## config.mk

```make
export PLATFORM = sky130hd
export DESIGN_NAME = vga_scanout
export DESIGN_NICKNAME = d
export VERILOG_FILES = /design/src/rtl/vga_scanout.sv
export SDC_FILE = /design/constraint.sdc
export NUM_CORES = 1
export LEC_CHECK = 0
export CORE_ASPECT_RATIO = 1.4
export CORE_MARGIN = 3
export CORE_UTILIZATION = 47
export DETAILED_ROUTE_END_ITERATION = 8
export PLACE_DENSITY_LB_ADDON = 0.12
export SLEW_MARGIN = 30
export SYNTH_ARGS = -nofsm -noshare
export SYNTH_HDL_FRONTEND = slang
export SYNTH_SLANG_ARGS = --single-unit
```

## constraint.sdc

```tcl
create_clock -name clock -period 2.45 [get_ports clock]
set_input_delay 0.3675 -clock clock [delete_from_list [all_inputs] [get_ports clock]]
set_output_delay 0.3675 -clock clock [all_outputs]
set_load 0.01 [all_outputs]
```

## src/rtl/vga_scanout.sv

```systemverilog
// rtl/vga_scanout.sv - VGA raster scanout engine; VGA_SCANOUT_PIPE_EN adds a sync/valid alignment stage for sync-read framebuffers
module vga_scanout #(
    parameter int H_ACTIVE = 640,
    parameter int H_FP     = 16,
    parameter int H_SYNC   = 96,
    parameter int H_BP     = 48,
    parameter int V_ACTIVE = 480,
    parameter int V_FP     = 10,
    parameter int V_SYNC   = 2,
    parameter int V_BP     = 33
) (
    input  logic        clock,
    input  logic        reset,
    input  logic [11:0] vga_data,
    output logic [9:0]  h_addr,
    output logic [9:0]  v_addr,
    output logic        hsync,
    output logic        vsync,
    output logic        valid,
    output logic [3:0]  vga_r,
    output logic [3:0]  vga_g,
    output logic [3:0]  vga_b,
    output logic        vblank,
    output logic        frame_start,
    output logic [15:0] frame_cnt
);

    localparam int H_TOTAL = H_ACTIVE + H_FP + H_SYNC + H_BP;
    localparam int V_TOTAL = V_ACTIVE + V_FP + V_SYNC + V_BP;

    localparam logic [9:0] H_LAST    = 10'(H_TOTAL - 1);
    localparam logic [9:0] V_LAST    = 10'(V_TOTAL - 1);
    localparam logic [9:0] H_ACT     = 10'(H_ACTIVE);
    localparam logic [9:0] V_ACT     = 10'(V_ACTIVE);
    // Sync ranges are [start, end) in counter units.
    localparam logic [9:0] H_SYNC_LO = 10'(H_ACTIVE + H_FP);
    localparam logic [9:0] H_SYNC_HI = 10'(H_ACTIVE + H_FP + H_SYNC);
    localparam logic [9:0] V_SYNC_LO = 10'(V_ACTIVE + V_FP);
    localparam logic [9:0] V_SYNC_HI = 10'(V_ACTIVE + V_FP + V_SYNC);

    logic [9:0]  h_cnt_q, h_cnt_d;
    logic [9:0]  v_cnt_q, v_cnt_d;
    logic [15:0] frame_cnt_q, frame_cnt_d;

    logic line_end;
    logic frame_end;
    logic active;
    logic hsync_raw;
    logic vsync_raw;

    logic valid_pre;
    logic hsync_pre;
    logic vsync_pre;

    // Raster counter next-state: pixel counter wraps into line counter, line counter wraps into frame count.
    always_comb begin
        h_cnt_d     = h_cnt_q + 10'd1;
        v_cnt_d     = v_cnt_q;
        frame_cnt_d = frame_cnt_q;
        line_end    = (h_cnt_q == H_LAST);
        frame_end   = line_end && (v_cnt_q == V_LAST);
        if (line_end) begin
            h_cnt_d = 10'd0;
            if (v_cnt_q == V_LAST) begin
                v_cnt_d = 10'd0;
            end else begin
                v_cnt_d = v_cnt_q + 10'd1;
            end
        end
        if (frame_end) begin
            frame_cnt_d = frame_cnt_q + 16'd1;
        end
    end

    // Raster counter registers; reset restarts the frame at the origin with a fresh frame count.
    always_ff @(posedge clock) begin
        if (reset) begin
            h_cnt_q     <= 10'd0;
            v_cnt_q     <= 10'd0;
            frame_cnt_q <= 16'd0;
        end else begin
            h_cnt_q     <= h_cnt_d;
            v_cnt_q     <= v_cnt_d;
            frame_cnt_q <= frame_cnt_d;
        end
    end

    // Region decode from the live counters; syncs are active-low.
    always_comb begin
        active    = (h_cnt_q < H_ACT) && (v_cnt_q < V_ACT);
        hsync_raw = !((h_cnt_q >= H_SYNC_LO) && (h_cnt_q < H_SYNC_HI));
        vsync_raw = !((v_cnt_q >= V_SYNC_LO) && (v_cnt_q < V_SYNC_HI));
    end

`ifdef VGA_SCANOUT_PIPE_EN
    logic valid_q;
    logic hsync_q;
    logic vsync_q;

    // One-cycle alignment so valid/syncs line up with pixel data returned by a synchronous-read framebuffer.
    always_ff @(posedge clock) begin
        if (reset) begin
            valid_q <= 1'b0;
            hsync_q <= 1'b1;
            vsync_q <= 1'b1;
        end else begin
            valid_q <= active;
            hsync_q <= hsync_raw;
            vsync_q <= vsync_raw;
        end
    end

    assign valid_pre = valid_q;
    assign hsync_pre = hsync_q;
    assign vsync_pre = vsync_q;
`else
    assign valid_pre = active;
    assign hsync_pre = hsync_raw;
    assign vsync_pre = vsync_raw;
`endif

    // Output stage: idle values while reset is held, otherwise addresses, status and gated colour.
    always_comb begin
        h_addr      = 10'd0;
        v_addr      = 10'd0;
        hsync       = 1'b1;
        vsync       = 1'b1;
        valid       = 1'b0;
        vga_r       = 4'd0;
        vga_g       = 4'd0;
        vga_b       = 4'd0;
        vblank      = 1'b0;
        frame_start = 1'b0;
        frame_cnt   = 16'd0;
        if (!reset) begin
            if (active) begin
                h_addr = h_cnt_q;
                v_addr = v_cnt_q;
            end
            hsync       = hsync_pre;
            vsync       = vsync_pre;
            valid       = valid_pre;
            vblank      = (v_cnt_q >= V_ACT);
            frame_start = (h_cnt_q == 10'd0) && (v_cnt_q == 10'd0);
            frame_cnt   = frame_cnt_q;
            if (valid_pre) begin
                vga_r = vga_data[11:8];
                vga_g = vga_data[7:4];
                vga_b = vga_data[3:0];
            end
        end
    end

endmodule

```

==> flow_metrics.py <==
metrics = {
    "route": {
        "firstDrtPassIters": 4,
        "vias": 2264,
        "drt.antenna.violating_nets": 0,
        "drc_errors": 0,
        "wire_per_inst_um": 13.74,
        "drt_iter0_drc": 137,
        "drt-total-wl_um": 5812,
        "via_per_inst": 5.352,
    },
    "power": {
        "peakVddDrop_mv": 0.3198,
        "p_leak_nw": 1.668,
        "power_density_nw_per_um2": 356.0,
    },
    "logic_synthesis": {
        "ys_seq_area_share_pct": 32.27,
        "synthArstFlopShare_pct": 0,
        "synth_edf_count": 0,
        "synth.area.top_cells": "dfxtp_1, and2_1, nor2_1",
        "netlist_instances": 285,
        "syn_nets": 305,
        "synth.avg_cell_area_um2": 7.836,
        "yosysTopAreaCell": "dfxtp_1",
        "syn-cell-area_um2": 2233,
        "ys_ff_latch": 36,
        "synth.distinct_cells": 40,
        "synth_flop_cell": "dfxtp_1",
        "yosysTopAreaCellShare_pct": 32.27,
        "synth_warnings": 0,
    },
    "place": {
        "post-place-cells": 411,
        "io_buffer_count": 65,
        "post_dp_cell_area_um2": 3018,
        "dp_hpwl_um": 4206,
        "routabilityCongestion": 0.8160,
        "pre_cts_ws_ns": -0.1242,
    },
    "cts": {
        "clock_path_buffers": 2,
        "clk_pin_slew_worst_paths_ns": 0.07,
        "cts-root-buf": "clkbuf_8",
        "htree_levels": 2,
        "cts.sinks": 36,
        "cts_hold_buf": 0,
        "cts_made_buffers": 5,
        "tritoncts": "yes",
        "clkLatencyLatePin_ns": 0.29,
    },
    "die": {
        "die_area_um2": 5627,
        "ios": 67,
        "start_util_pct": 48.85,
        "die_w_um": 64.26,
        "core_area_um2": 4572,
        "rows": 29,
        "chipHeight_um": 87.57,
    },
    "critical_path": {
        "worstPathCellList": "and3_1 -> and2_1 -> nor2_2 -> bufbuf_16 -> clkdlybuf4s50_1",
        "crit_family": "buffers and inverters",
        "reg2regPathDepth": 5,
        "cp-start-kind": "flop",
        "cp.depth": 5,
        "worstReg2RegEnd": "frame_cnt_q[13]$_SDFFE_PP0P_",
        "cp_max_fo": 14,
        "critPathRequiredTime_ns": 2.08,
        "ff2ff_setup_slack_ns": 0.18,
        "max_stage_delay_ns": 0.53,
        "crit_end": "valid",
        "crit_type": "flop to primary output",
        "crit_arrival_ns": 1.97,
        "r2r_start": "v_cnt_q[7]$_SDFFE_PP0N_",
        "crit_buf_inv": 2,
        "crit_start": "v_cnt_q[5]$_SDFFE_PP0N_",
        "cp-end-kind": "primary output",
        "slowest_stage": "clkdlybuf4s50_1",
    },
    "global_routing": {
        "grt_pass1_vias": 2214,
        "track_usage_pct": 22.15,
        "grt_pass1_wl_um": 9970,
        "globalRouteOverflowTotal": 0,
        "antenna_found_initial": 0,
        "grt_max_degree": 42,
    },
    "timing": {
        "relSlewSlack_pct": 53.69,
        "setup_viol": 0,
        "setup_slack_ns": 0.1152,
        "finalSetupTns_ns": 0,
        "report.final.slew_viol_count": 0,
        "finalCriticalPeriod_ns": 2.335,
        "rsz0062_at_grt": "false",
        "hold_viol": 0,
        "finalCritPeriodShare_pct": 95.30,
        "max_clock_freq_ghz": 0.4283,
        "hold_ws_ns": 0.4821,
        "finalClockSkew_ns": 0.004475,
        "tightestPinTransition_ns": 0.6882,
    },
    "status": {
        "outcome": "completed",
    },
    "finish": {
        "stdcell_area_um2": 3259,
        "fin_cells": 423,
        "layout-drive-gt1-share_pct": 13.02,
        "num_antenna_cells": 0,
        "nets": 380,
        "synthToLayoutAreaGrowth_pct": 45.94,
    },
    "hold_path": {
        "min_path_type": "flop to flop",
    },
    "job": {
        "maxCapViolations": 0,
    },
}
-- per-layer routing --
metal	track usage, %	wire (µm)	vias to the layer above
met5	0	0	-
met2	38.72	3015	65
met1	26.05	2382	1054
met4	9.231	110	0
met3	5.006	305	9
li1	-	-	1136
-- report_power, final --
| part | total (W) | switching, W | internal [W] |
|---|---|---|---|
| combinational | 0.000123 | 0.0000537 | 0.0000694 |
| sequential | 0.000592 | 0.00000577 | 0.000587 |
| clock | 0.000445 | 0.000216 | 0.000229 |
| total | 0.00116 | 0.000276 | 0.000885 |
-- logic make-up after synthesis --
| logic type | share of synthesized area [%] |
|---|---|
| and+or+nand+nor | 42.24 |
| DFF | 32.27 |
| buffers and inverters | 5.770 |
| AOI/OAI and AO/OA | 6.442 |
| xor gates and xnor gates | 4.706 |
| muxes | 5.042 |
| adders and majority gates | 3.361 |
| other | 0.1679 |
-- worst min path at each step --
stage | from | endpoint | slack [ns] | cells past startpoint
after floorplan | h_cnt_q[0]$_SDFF_PP0_ | h_cnt_q[0]$_SDFF_PP0_ | 0.44 | 1
after global placement | h_cnt_q[0]$_SDFF_PP0_ | h_cnt_q[0]$_SDFF_PP0_ | 0.46 | 1
after detailed placement | h_cnt_q[0]$_SDFF_PP0_ | h_cnt_q[0]$_SDFF_PP0_ | 0.47 | 1
after CTS | h_cnt_q[0]$_SDFF_PP0_ | h_cnt_q[0]$_SDFF_PP0_ | 0.48 | 1
after global routing | h_cnt_q[0]$_SDFF_PP0_ | h_cnt_q[0]$_SDFF_PP0_ | 0.54 | 1
final | h_cnt_q[0]$_SDFF_PP0_ | h_cnt_q[0]$_SDFF_PP0_ | 0.48 | 1
-- synth_stat cells (6+ instances only) --
master and count:
dfxtp_1 36, nand3_1 22, a21oi_1 11, nor2b_1 15, nand2_1 11, o21ai_0 7, and2_1 28, or3_1 6
nand4_1 10, clkbuf_1 14, nor2_1 31, xnor2_1 7, inv_1 10, nor3_1 14, mux2_2 7, ha_1 6
-- what timing repair did --
| action | 4_1_cts | 5_1_grt |
|---|---|---|
| gates cloned | 1 | 0 |
| setup endpoints to repair | 29 | 29 |
| setup buffers | 2 | 1 |
| pin swaps | 2 | 1 |
| resized for setup | 11 | 30 |
-- layout by cell type (no fill, tap or decap), drive strengths merged, types with 10 or more instances in the layout --
cell / instances
a21oi: 11
and2: 28
buf: 21
clkdlybuf4s50: 34
dfxtp: 36
dlymetal6s2s: 29
inv: 10
mux2: 10
nand2: 11
nand3: 22
nand4: 10
nor2: 31
nor2b: 15
nor3: 14
-- area by class of cell --
| cell class | count | area, µm² |
|---|---|---|
| multi-input cells | 220 | 1396 |
| fillers | 384 | 1313 |
| repair buffers | 87 | 923.4 |
| flip-flops and latches | 36 | 730.7 |
| clock buffers | 7 | 86.33 |
| well taps | 62 | 77.57 |
| inverters | 10 | 37.54 |
| clock inverters | 1 | 7.507 |
-- stage by stage --
stage | util (%) | power, W
floorplan | - | 0.0006599
global placement | 66.01 | 0.0007255
detailed placement | 66.01 | 0.0007266
CTS | 69.49 | 0.001174
global route | 71.29 | 0.001208
finish | 71.29 | 0.001160
-- sequential cells by signal (all words and copies together) (netlist names) --
| name | cells |
|---|---|
| v_cnt_q | 10 |
| h_cnt_q | 10 |
| frame_cnt_q | 16 |
(Power assumes the default switching activity.)
